`src/rtl/multdiv_stage.sv`:
```
`default_nettype none
// ============================================================================
// Module   : multdiv_stage
// Purpose  : Iterative signed multiply/divide unit in the execute stage.
//            Holds the front end while a mul/div runs for 32 step cycles, then
//            emits one resolved instruction/result pair for the X/M latch,
//            with the rd override to the status register on exception.
// Revision : 1.0 - initial release
// ============================================================================
module multdiv_stage #(
   parameter logic [4:0]  MUL_OP      = 5'd6,
   parameter logic [4:0]  DIV_OP      = 5'd7,
   parameter logic [4:0]  EXC_REG     = 5'd30,
   parameter logic [31:0] MUL_EXC_VAL = 32'd4,
   parameter logic [31:0] DIV_EXC_VAL = 32'd5
) (
   input  logic        clock,
   input  logic        reset_n,
   input  logic [31:0] DXIR,
   input  logic [31:0] operandA,
   input  logic [31:0] operandB,
   input  logic        flush,
   output logic        stall,
   output logic        md_valid,
   output logic [31:0] md_ir,
   output logic [31:0] md_result
);

   typedef enum logic [1:0] {
      IDLE = 2'd0,
      BUSY = 2'd1,
      DONE = 2'd2
   } state_t;

   state_t      state;
   logic [4:0]  count;
   logic [31:0] ir_q;       // instruction captured at issue
   logic [31:0] opnd;       // multiplicand (mul) or divisor (div) magnitude
   logic [31:0] hi;         // product high half / partial remainder
   logic [31:0] lo;         // multiplier being consumed / dividend becoming quotient
   logic        is_mul_q;
   logic        neg_q;      // result must be negated at the end
   logic        dz_q;       // divide by zero seen at issue

   logic        is_mul_in;
   logic        is_div_in;
   logic        is_md;
   logic [31:0] a_mag;
   logic [31:0] b_mag;

   assign is_mul_in = (DXIR[31:27] == 5'd0) && (DXIR[6:2] == MUL_OP);
   assign is_div_in = (DXIR[31:27] == 5'd0) && (DXIR[6:2] == DIV_OP);
   assign is_md     = is_mul_in || is_div_in;
   // Magnitudes are unsigned, so 0x80000000 stays representable as 2^31.
   assign a_mag     = operandA[31] ? -operandA : operandA;
   assign b_mag     = operandB[31] ? -operandB : operandB;

   // One iteration of the datapath
   logic [32:0] mul_sum;
   logic [32:0] div_shift;
   logic [32:0] div_diff;
   logic        div_ge;
   logic [31:0] hi_next;
   logic [31:0] lo_next;

   assign mul_sum   = {1'b0, hi} + (lo[0] ? {1'b0, opnd} : 33'd0);
   assign div_shift = {hi, lo[31]};
   assign div_diff  = div_shift - {1'b0, opnd};
   assign div_ge    = (div_shift >= {1'b0, opnd});

   // Select shift-add (mul) or restoring shift-subtract (div) step
   always_comb begin
      hi_next = 32'd0;
      lo_next = 32'd0;
      if (is_mul_q) begin
         hi_next = mul_sum[32:1];
         lo_next = {mul_sum[0], lo[31:1]};
      end else begin
         hi_next = div_ge ? div_diff[31:0] : div_shift[31:0];
         lo_next = {lo[30:0], div_ge};
      end
   end

   // Result formation from the final step's values
   logic [63:0] prod;
   logic [31:0] quot;
   logic        ovf;
   logic        exc;
   logic [31:0] ir_out;
   logic [31:0] res_val;
   logic        unused_bits;

   assign prod        = neg_q ? -{hi_next, lo_next} : {hi_next, lo_next};
   assign quot        = neg_q ? -lo_next : lo_next;
   assign ovf         = !((&prod[63:31]) || !(|prod[63:31]));
   assign exc         = is_mul_q ? ovf : dz_q;
   assign unused_bits = div_diff[32];

   // Apply exception override or the rd==0 zeroing to the outgoing pair
   always_comb begin
      ir_out  = ir_q;
      res_val = is_mul_q ? prod[31:0] : quot;
      if (exc) begin
         ir_out[26:22] = EXC_REG;
         res_val       = is_mul_q ? MUL_EXC_VAL : DIV_EXC_VAL;
      end else if (ir_q[26:22] == 5'd0) begin
         res_val = 32'd0;
      end
   end

   // Front-end hold: asserted on issue and throughout BUSY, dropped by flush or reset
   always_comb begin
      stall = 1'b0;
      if (reset_n) begin
         case (state)
            IDLE:    stall = is_md && !flush;
            BUSY:    stall = !flush;
            default: stall = 1'b0;
         endcase
      end
   end

   // Control FSM with datapath registers and registered X/M outputs
   always_ff @(posedge clock or negedge reset_n) begin
      if (!reset_n) begin
         state     <= IDLE;
         count     <= 5'd0;
         md_valid  <= 1'b0;
         md_ir     <= 32'd0;
         md_result <= 32'd0;
         ir_q      <= 32'd0;
         opnd      <= 32'd0;
         hi        <= 32'd0;
         lo        <= 32'd0;
         is_mul_q  <= 1'b0;
         neg_q     <= 1'b0;
         dz_q      <= 1'b0;
      end else begin
         md_valid <= 1'b0;
         case (state)
            IDLE: begin
               if (is_md && !flush) begin
                  ir_q     <= DXIR;
                  is_mul_q <= is_mul_in;
                  neg_q    <= operandA[31] ^ operandB[31];
                  dz_q     <= is_div_in && (operandB == 32'd0);
                  opnd     <= is_mul_in ? a_mag : b_mag;
                  lo       <= is_mul_in ? b_mag : a_mag;
                  hi       <= 32'd0;
                  count    <= 5'd0;
                  state    <= BUSY;
               end
            end
            BUSY: begin
               if (flush) begin
                  state <= IDLE;
               end else begin
                  hi    <= hi_next;
                  lo    <= lo_next;
                  count <= count + 5'd1;
                  if (count == 5'd31) begin
                     state     <= DONE;
                     md_valid  <= 1'b1;
                     md_ir     <= ir_out;
                     md_result <= res_val;
                  end
               end
            end
            DONE:    state <= IDLE;
            default: state <= IDLE;
         endcase
      end
   end

endmodule
`default_nettype wire

```
`config.mk`:
```
export PLATFORM = sky130hd
export DESIGN_NAME = multdiv_stage
export DESIGN_NICKNAME = d
export VERILOG_FILES = /design/src/rtl/multdiv_stage.sv
export SDC_FILE = /design/constraint.sdc
export NUM_CORES = 1
export LEC_CHECK = 0
export CAP_MARGIN = 20
export CORE_MARGIN = 2
export CORE_UTILIZATION = 40
export DETAILED_ROUTE_END_ITERATION = 7
export GPL_ROUTABILITY_DRIVEN = 0
export HOLD_SLACK_MARGIN = 0.06
export PLACE_DENSITY_LB_ADDON = 0.05
export SETUP_SLACK_MARGIN = 0.2
export SLEW_MARGIN = 40
export SYNTH_ARGS = -nofsm -noshare
export SYNTH_HDL_FRONTEND = slang
export SYNTH_SLANG_ARGS = --single-unit
```
`constraint.sdc`:
```
create_clock -name clock -period 16.7 [get_ports clock]
set_input_delay 1.67 -clock clock [delete_from_list [all_inputs] [get_ports clock]]
set_output_delay 1.67 -clock clock [all_outputs]
set_load 0.03 [all_outputs]
```
Yosys cells after proc, flatten, opt, wreduce, memory -nomap -nowiden
Cells that the tools add are included.

Flip-flop bits (word level): 203. Latch bits: 0. RAM bits: 0. Bits in read-only memories: 0. Bits of input ports: 99. Output and inout port bits: 66. Word-level logic and storage cells: 83. Memories: 0.

Add/sub/neg operators: 7. Multiply operators: 0. Divide/modulo/power cells: 0. $lt $le $gt $ge: 1. Equality and inequality tests: 7. Shift-type cells: 0. Muxes and demuxes: 34. Bitwise operators: 2. Reductions and logical operators: 20.

Operators with widths (number): 2-to-1 mux 32 bit (16); one-hot mux 32 bit (2 select lines) (2); negator 32 bit (3); 2-to-1 mux 64 bit (1); negator 64 bit (1); adder 32 x 32 -> 33 bit (1); greater-or-equal comparator 33 x 32 -> 1 bit (1); AND reduction 33 bit (1); OR reduction 33 bit (1); zero test 32 bit (1); subtractor 32 bit (1); 2-to-1 mux 5 bit (3); == test 5 x 3 -> 1 bit, second input constant (2); zero test 5 bit (2); one-hot mux 5 bit (2 select lines) (1); 2-to-1 mux 1 bit (6); 2-to-1 mux 2 bit (3); AND reduction 3 bit (2); adder 5 x 1 -> 5 bit, second input constant (1); == test 5 bit, second input constant (1); logical AND 1 bit (4); inequality test 2 bit, second input constant (2); one-hot mux 2 bit (2 select lines) (1); AND reduction 2 bit (2); 9 further kinds (12).

Longest topological paths before layout
Depth in word-level cells: 11. Depth in mapped cells: 27. Gate-level depth less buffers: 21.

Worst setup path after synthesis
OpenSTA, ideal clock, no wires.

Path type: register -> register. Start: register is_mul_q. End: register md_result[12]. Library setup time: 0.139 ns. Arrival: 6.573 ns. Data required time: 16.561 ns. Path slack: 9.988 ns. Cell stages (with the launch flop): 27. Path buffers: 13. Period minus slack after synthesis: 6.712 ns. Cell sequence: dfrtp_1 -> clkbuf_1 -> buf_2 -> buf_2 -> buf_2 -> buf_1 -> clkbuf_1 -> clkbuf_1 -> clkbuf_1 -> clkbuf_1 -> buf_1 -> buf_1 -> a21oi_1 -> inv_1 -> ha_1 -> nand2_1 -> or2_0 -> buf_1 -> nor4_1 -> or3b_1 -> o311a_1 -> o221ai_1 -> a2bb2oi_1 -> a2111oi_4 -> nor3_4 -> buf_6 -> o31ai_2.

Word-level cells in the longest chain between the ends: 9. Elaborated cells on any way between the ends: 15. Classes of those cells: add/sub: 2; mux: 8; reduce/logical: 5.

RTL lines: start, declared (RTL line 41) `logic is_mul_q;`; start signal, assigned (RTL line 144) `is_mul_q <= is_mul_in;`; 2-to-1 mux 32 bit (RTL line 75) `if (is_mul_q) begin`; negator 64 bit (RTL line 93) `assign prod = neg_q ? -{hi_next, lo_next} : {hi_next, lo_next};`; 2-to-1 mux 64 bit (RTL line 93); OR reduction 33 bit (RTL line 95) `assign ovf = !((&prod[63:31]) || !(|prod[63:31]));`; zero test 1 bit (RTL line 95); logical OR 1 bit (RTL line 95); zero test 1 bit (RTL line 95); 2-to-1 mux 1 bit (RTL line 96) `assign exc = is_mul_q ? ovf : dz_q;`; 2-to-1 mux 32 bit (*) (RTL line 103) `if (exc) begin`; end signal, assigned (RTL line 165) `md_result <= res_val;`; end, declared (RTL line 26) `output logic [31:0] md_result`.

Every way passes the cells marked *; elsewhere a longest branch is shown, timed or not. A chain may end at the register's enable or synchronous reset.

Worst setup path in the final report
Start: register opnd[28]. End: register md_ir[26].

Word-level cells in the longest chain between the ends: 11. Elaborated cells on any way between the ends: 16. Classes of those cells: add/sub: 3; order compare: 1; mux: 7; reduce/logical: 5.

RTL lines: start, declared (RTL line 38) `logic [31:0] opnd;`; start signal, assigned (RTL line 147) `opnd <= is_mul_in ? a_mag : b_mag;`; 2-to-1 mux 32 bit, or another cell as far along (RTL line 66) `assign mul_sum = {1'b0, hi} + (lo[0] ? {1'b0, opnd} : 33'd0);`; adder 32 x 32 -> 33 bit or 2-to-1 mux 32 bit (tied branches) (RTL line 66, 79); 2-to-1 mux 32 bit (RTL line 75); negator 64 bit (RTL line 93); 2-to-1 mux 64 bit (*) (RTL line 93); OR reduction 33 bit (RTL line 95); zero test 1 bit (RTL line 95); logical OR 1 bit (*) (RTL line 95); zero test 1 bit (*) (RTL line 95); 2-to-1 mux 1 bit (*) (RTL line 96); 2-to-1 mux 5 bit (*) (RTL line 103); end signal, assigned (RTL line 164) `md_ir <= ir_out;`; end, declared (RTL line 25) `output logic [31:0] md_ir,`.

Marks and branches as above.

==> results.txt <==
* Die Wd: 215 um
- In the final layout, the share of cells above drive strength 1 is 0.0767.
* Number of vias in the routed layout: 17800
- The number of max-slew violations in the final report is 0.
- Internal power comes to 1.08 mW.
- Post-CTS Hold Buffers: 0
- Max-cap viol count: 0
- Clock transition time at the flip-flop clock pins of the worst setup and hold paths: 60 ps
- The share of total power dissipated in combinational logic is 0.381.
* Root Driver: sky130_fd_sc_hd__clkbuf_16
* CTS Buffer Depth: 3
* Largest clock skew in the final design: 10.8 ps
* Post-synthesis xor/xnor area fraction: 0.0686
- Entering global routing, the biggest net connects 77 pins.
- After routing, the total negative slack on setup checks comes to 0 ps.
- Number of instances in the synthesized netlist: 2290
- Average routed wire per standard cell: 22.2 um
* Via count of the first global-routing pass: 17000
- TritonCTS clock tree: yes
- Post-placement cell area: 19800 um^2
- Timing analysis after detailed placement gives a worst setup slack of 9750 ps.
- Along the worst path, the maximum fanout reaches 37.
- After filler insertion, the fill cell instance count of the layout stands at 4376.
- The die is 215 um tall.
* Final-report setup violation count: 0
- Data on the critical path is required at its endpoint by 17130 ps.
- Post-Synth Simple-Gate Area: 0.254
* Type of the worst setup path: flip-flop to flip-flop
- For this configuration, the core starts out at a cell density of 0.403.
* Run status: finished with violations
- M1 wire length: 28.2 mm
* Count of different cell masters after synthesis: 104
* Number of H-tree levels: 1
- Switch Pwr: 715 uW
- First DRT Iteration DRCs: 1545
- Most frequent standard cell in the layout excluding fill and tap cells: sky130_fd_sc_hd__nand2_1
- Clock tree synthesis found a total of 203 sinks.
* Most frequent cells in the layout: sky130_fd_sc_hd__nand2_1 (398), sky130_fd_sc_hd__dfrtp_1 (201), sky130_fd_sc_hd__a21oi_1 (189), sky130_fd_sc_hd__o21ai_0 (168), sky130_fd_sc_hd__clkdlybuf4s50_1 (160)
- Tightest Pin Transition: 872 ps
* Post-DP HPWL: 50.1 mm
- In the post-route analysis, the smallest setup slack over all paths is 9560 ps.
- For this run, the total global-route usage over all layers was measured as 0.281.
- Post-Route WL: 66.1 mm
- Ys async rst share: 1.00
* Ports placed on the boundary: 165
* Leakage power summed over all cells: 8.87 nW
- Post-route design area: 20600 um^2
* Layout Area Growth over Synthesis: 16.4%
* Number of gates resized after cts: 0
* Critical path capture point type: flip-flop
- VDD sags by at most 0.0768 mV.
- Detailed routing placed a total of 3.87 mm of wire on met3.
- Setup repair after global routing missed its margin: no
- Kind of start point of the critical path: flip-flop
* Multiplexer area fraction after synthesis: 0.0262
* Die footprint: 46100 um^2
* Power density over the cells: 86.9 nW/um^2
- The number of nets handed over by synthesis was 2460.
* Remaining routing DRC violations: 9
* Violated checks: design-rule violations
* Global-route wire length before repair: 102 mm
- Adder-Cell Fraction of Synth Area: 0.0509
- Number of failing hold endpoints at the final stage: 0
* Antenna violations before repair: 1
- Data arrives at the worst endpoint at 7570 ps.
* Average vias per placed instance: 5.97
- Number of warning messages in the yosys log: 0
- Seq cells post-synth: 203
- Most instantiated flip-flop cell in the synthesis netlist: sky130_fd_sc_hd__dfrtp_1
- Core Box Area: 44000 um^2
- In this run the remaining antenna-violating nets after routing total 0.
* Post-route fraction of the period consumed by the critical path: 0.427
* Layout Nets: 2537
* Min-delay worst type: flip-flop to flip-flop
- Per-instance average area after synthesis: 7.75 um^2
- The floorplan has 77 rows.
- Global-route congestion overflow total: 0
* Switching Fraction: 0.399
- Drt pass-1 iters: 8
* IO Port Bufs: 164
- The share of total power dissipated in sequential elements is 0.293.
- After synthesis, the largest family of logic cells by area is compound AO/OA/AOI/OAI gates.
- Sequential cell area fraction in the yosys report: 0.286
- Summed instance area of the synthesized netlist: 17700 um^2
- The routed design could run at a clock period as short as 7140 ps.
- In this run the post-CTS setup repair buffer count came out at 0.
* Count of flip-flops with a built-in enable after synthesis: 0
- Insertion delay of the later-clocked pin in the worst-skew pair: 560 ps
- The fraction of the mapped netlist area in compound gates came to 0.264.
* Maximum frequency from static timing analysis: 0.140 GHz
- The routed design uses 31.0 mm of met2 wire.
* TritonCTS Buffers: 26
- Of the total power, the clock network draws 0.325.
- 0 antenna diodes ended up in the layout.
* Top routing layer in use: met4
* Slew margin rel.: 0.419
[final timing paths]
kind,end,start,depth (start not counted),slack (ps)
max in group asynchronous,is_mul_q$_DFFE_PN0P_,reset_n,3,13800
setup / recovery,md_ir[26]$_DFFE_PN0P_,opnd[28]$_DFFE_PN0P_,23,9560
hold / removal,md_ir[31]$_DFFE_PN0P_,ir_q[31]$_DFFE_PN0P_,2,460
min in group asynchronous,opnd[11]$_DFFE_PN0P_,reset_n,1,1060
hold reg to reg,md_ir[31]$_DFFE_PN0P_,ir_q[31]$_DFFE_PN0P_,2,460
setup reg to reg,md_ir[26]$_DFFE_PN0P_,opnd[28]$_DFFE_PN0P_,23,9560
[synth_stat cells, types with 30 or more instances]
master / number / share of area
sky130_fd_sc_hd__clkbuf_1: 105 / 0.022
sky130_fd_sc_hd__xnor2_1: 77 / 0.038
sky130_fd_sc_hd__dfrtp_1: 203 / 0.29
sky130_fd_sc_hd__a211oi_1: 33 / 0.014
sky130_fd_sc_hd__ha_1: 69 / 0.049
sky130_fd_sc_hd__and2_1: 53 / 0.019
sky130_fd_sc_hd__a21oi_1: 190 / 0.054
sky130_fd_sc_hd__nand2_1: 400 / 0.085
sky130_fd_sc_hd__o31ai_1: 36 / 0.015
sky130_fd_sc_hd__nand4_1: 38 / 0.013
sky130_fd_sc_hd__inv_1: 70 / 0.015
sky130_fd_sc_hd__a21o_1: 30 / 0.013
sky130_fd_sc_hd__nor2_1: 150 / 0.032
sky130_fd_sc_hd__xor2_1: 62 / 0.031
sky130_fd_sc_hd__nand3_1: 55 / 0.016
sky130_fd_sc_hd__nor3_1: 39 / 0.011
sky130_fd_sc_hd__o21ai_0: 168 / 0.047
[layout make-up]
class                           count  area [um^2]  share of cell area
Clock buffer                       32          723              0.0350
Clock inverter                     15          159             0.00770
Inverter                           71          267              0.0129
Multi-Input combinational cell   1872        11800               0.572
Sequential cell                   203         5080               0.246
Tap cell                          592          741              0.0359
Timing Repair Buffer              193         1860              0.0899
[metrics by stage]
| step | cells | power [mW] | hold slack (ps) | utilization |
|---|---|---|---|---|
| floorplan | 2290 | 0.966 | 430 | - |
| detailed placement | 2931 | 1.20 | 449 | 0.449 |
| global route | 2978 | 1.88 | 482 | 0.469 |
| finish | 2978 | 1.79 | 459 | 0.469 |
| CTS | 2978 | 1.79 | 466 | 0.469 |
| global placement | 2931 | 1.20 | 442 | 0.448 |
[sequential cells by signal, indices dropped and copies added, names as in the netlist, 2 cells and up]
| signal | count |
|---|---|
| lo | 32 |
| state | 2 |
| hi | 32 |
| ir_q | 32 |
| opnd | 32 |
| md_ir | 32 |
| md_result | 32 |
| count | 5 |
[layer usage]
layer / up-vias / GRT usage
li1: 8459 / -
met1: 8535 / 0.371
met2: 649 / 0.469
met3: 145 / 0.0335
met4: 0 / 0.112
met5: - / 0
[cells by family after synthesis]
logic type | Yosys count
xor gates and xnor gates | 139
adders and majority gates | 71
buffers and inverters | 215
DFF | 203
AOI/OAI and AO/OA | 695
and+or+nand+nor | 923
muxes | 44
[power groups by stage]
stage / clock, mW / sequential (mW) / combinational [mW]
floorplan: 0 / 0.525 / 0.440
global placement: 0 / 0.534 / 0.667
detailed placement: 0 / 0.535 / 0.670
CTS: 0.596 / 0.526 / 0.673
global route: 0.613 / 0.528 / 0.735
finish: 0.584 / 0.526 / 0.685
[worst max-delay path, stage by stage, from the launching register on]
cell and delay, ps:
sky130_fd_sc_hd__dfrtp_1 410, sky130_fd_sc_hd__inv_1 60, sky130_fd_sc_hd__ha_1 430, sky130_fd_sc_hd__a21o_1 280, sky130_fd_sc_hd__o21bai_1 170, sky130_fd_sc_hd__a21oi_1 360, sky130_fd_sc_hd__nand4_1 530, sky130_fd_sc_hd__nor3_1 350
sky130_fd_sc_hd__buf_4 240, sky130_fd_sc_hd__a21oi_1 160, sky130_fd_sc_hd__inv_1 130, sky130_fd_sc_hd__ha_1 210, sky130_fd_sc_hd__nand2_1 240, sky130_fd_sc_hd__or2_0 390, sky130_fd_sc_hd__nor4_2 540, sky130_fd_sc_hd__nand4_1 310
sky130_fd_sc_hd__o21ai_0 250, sky130_fd_sc_hd__a2bb2oi_1 140, sky130_fd_sc_hd__nor4b_1 400, sky130_fd_sc_hd__nand4_1 170, sky130_fd_sc_hd__nor4b_2 430, sky130_fd_sc_hd__nor3_4 70, sky130_fd_sc_hd__buf_4 300, sky130_fd_sc_hd__o32a_1 410
Power figures use the tool's default switching activity.
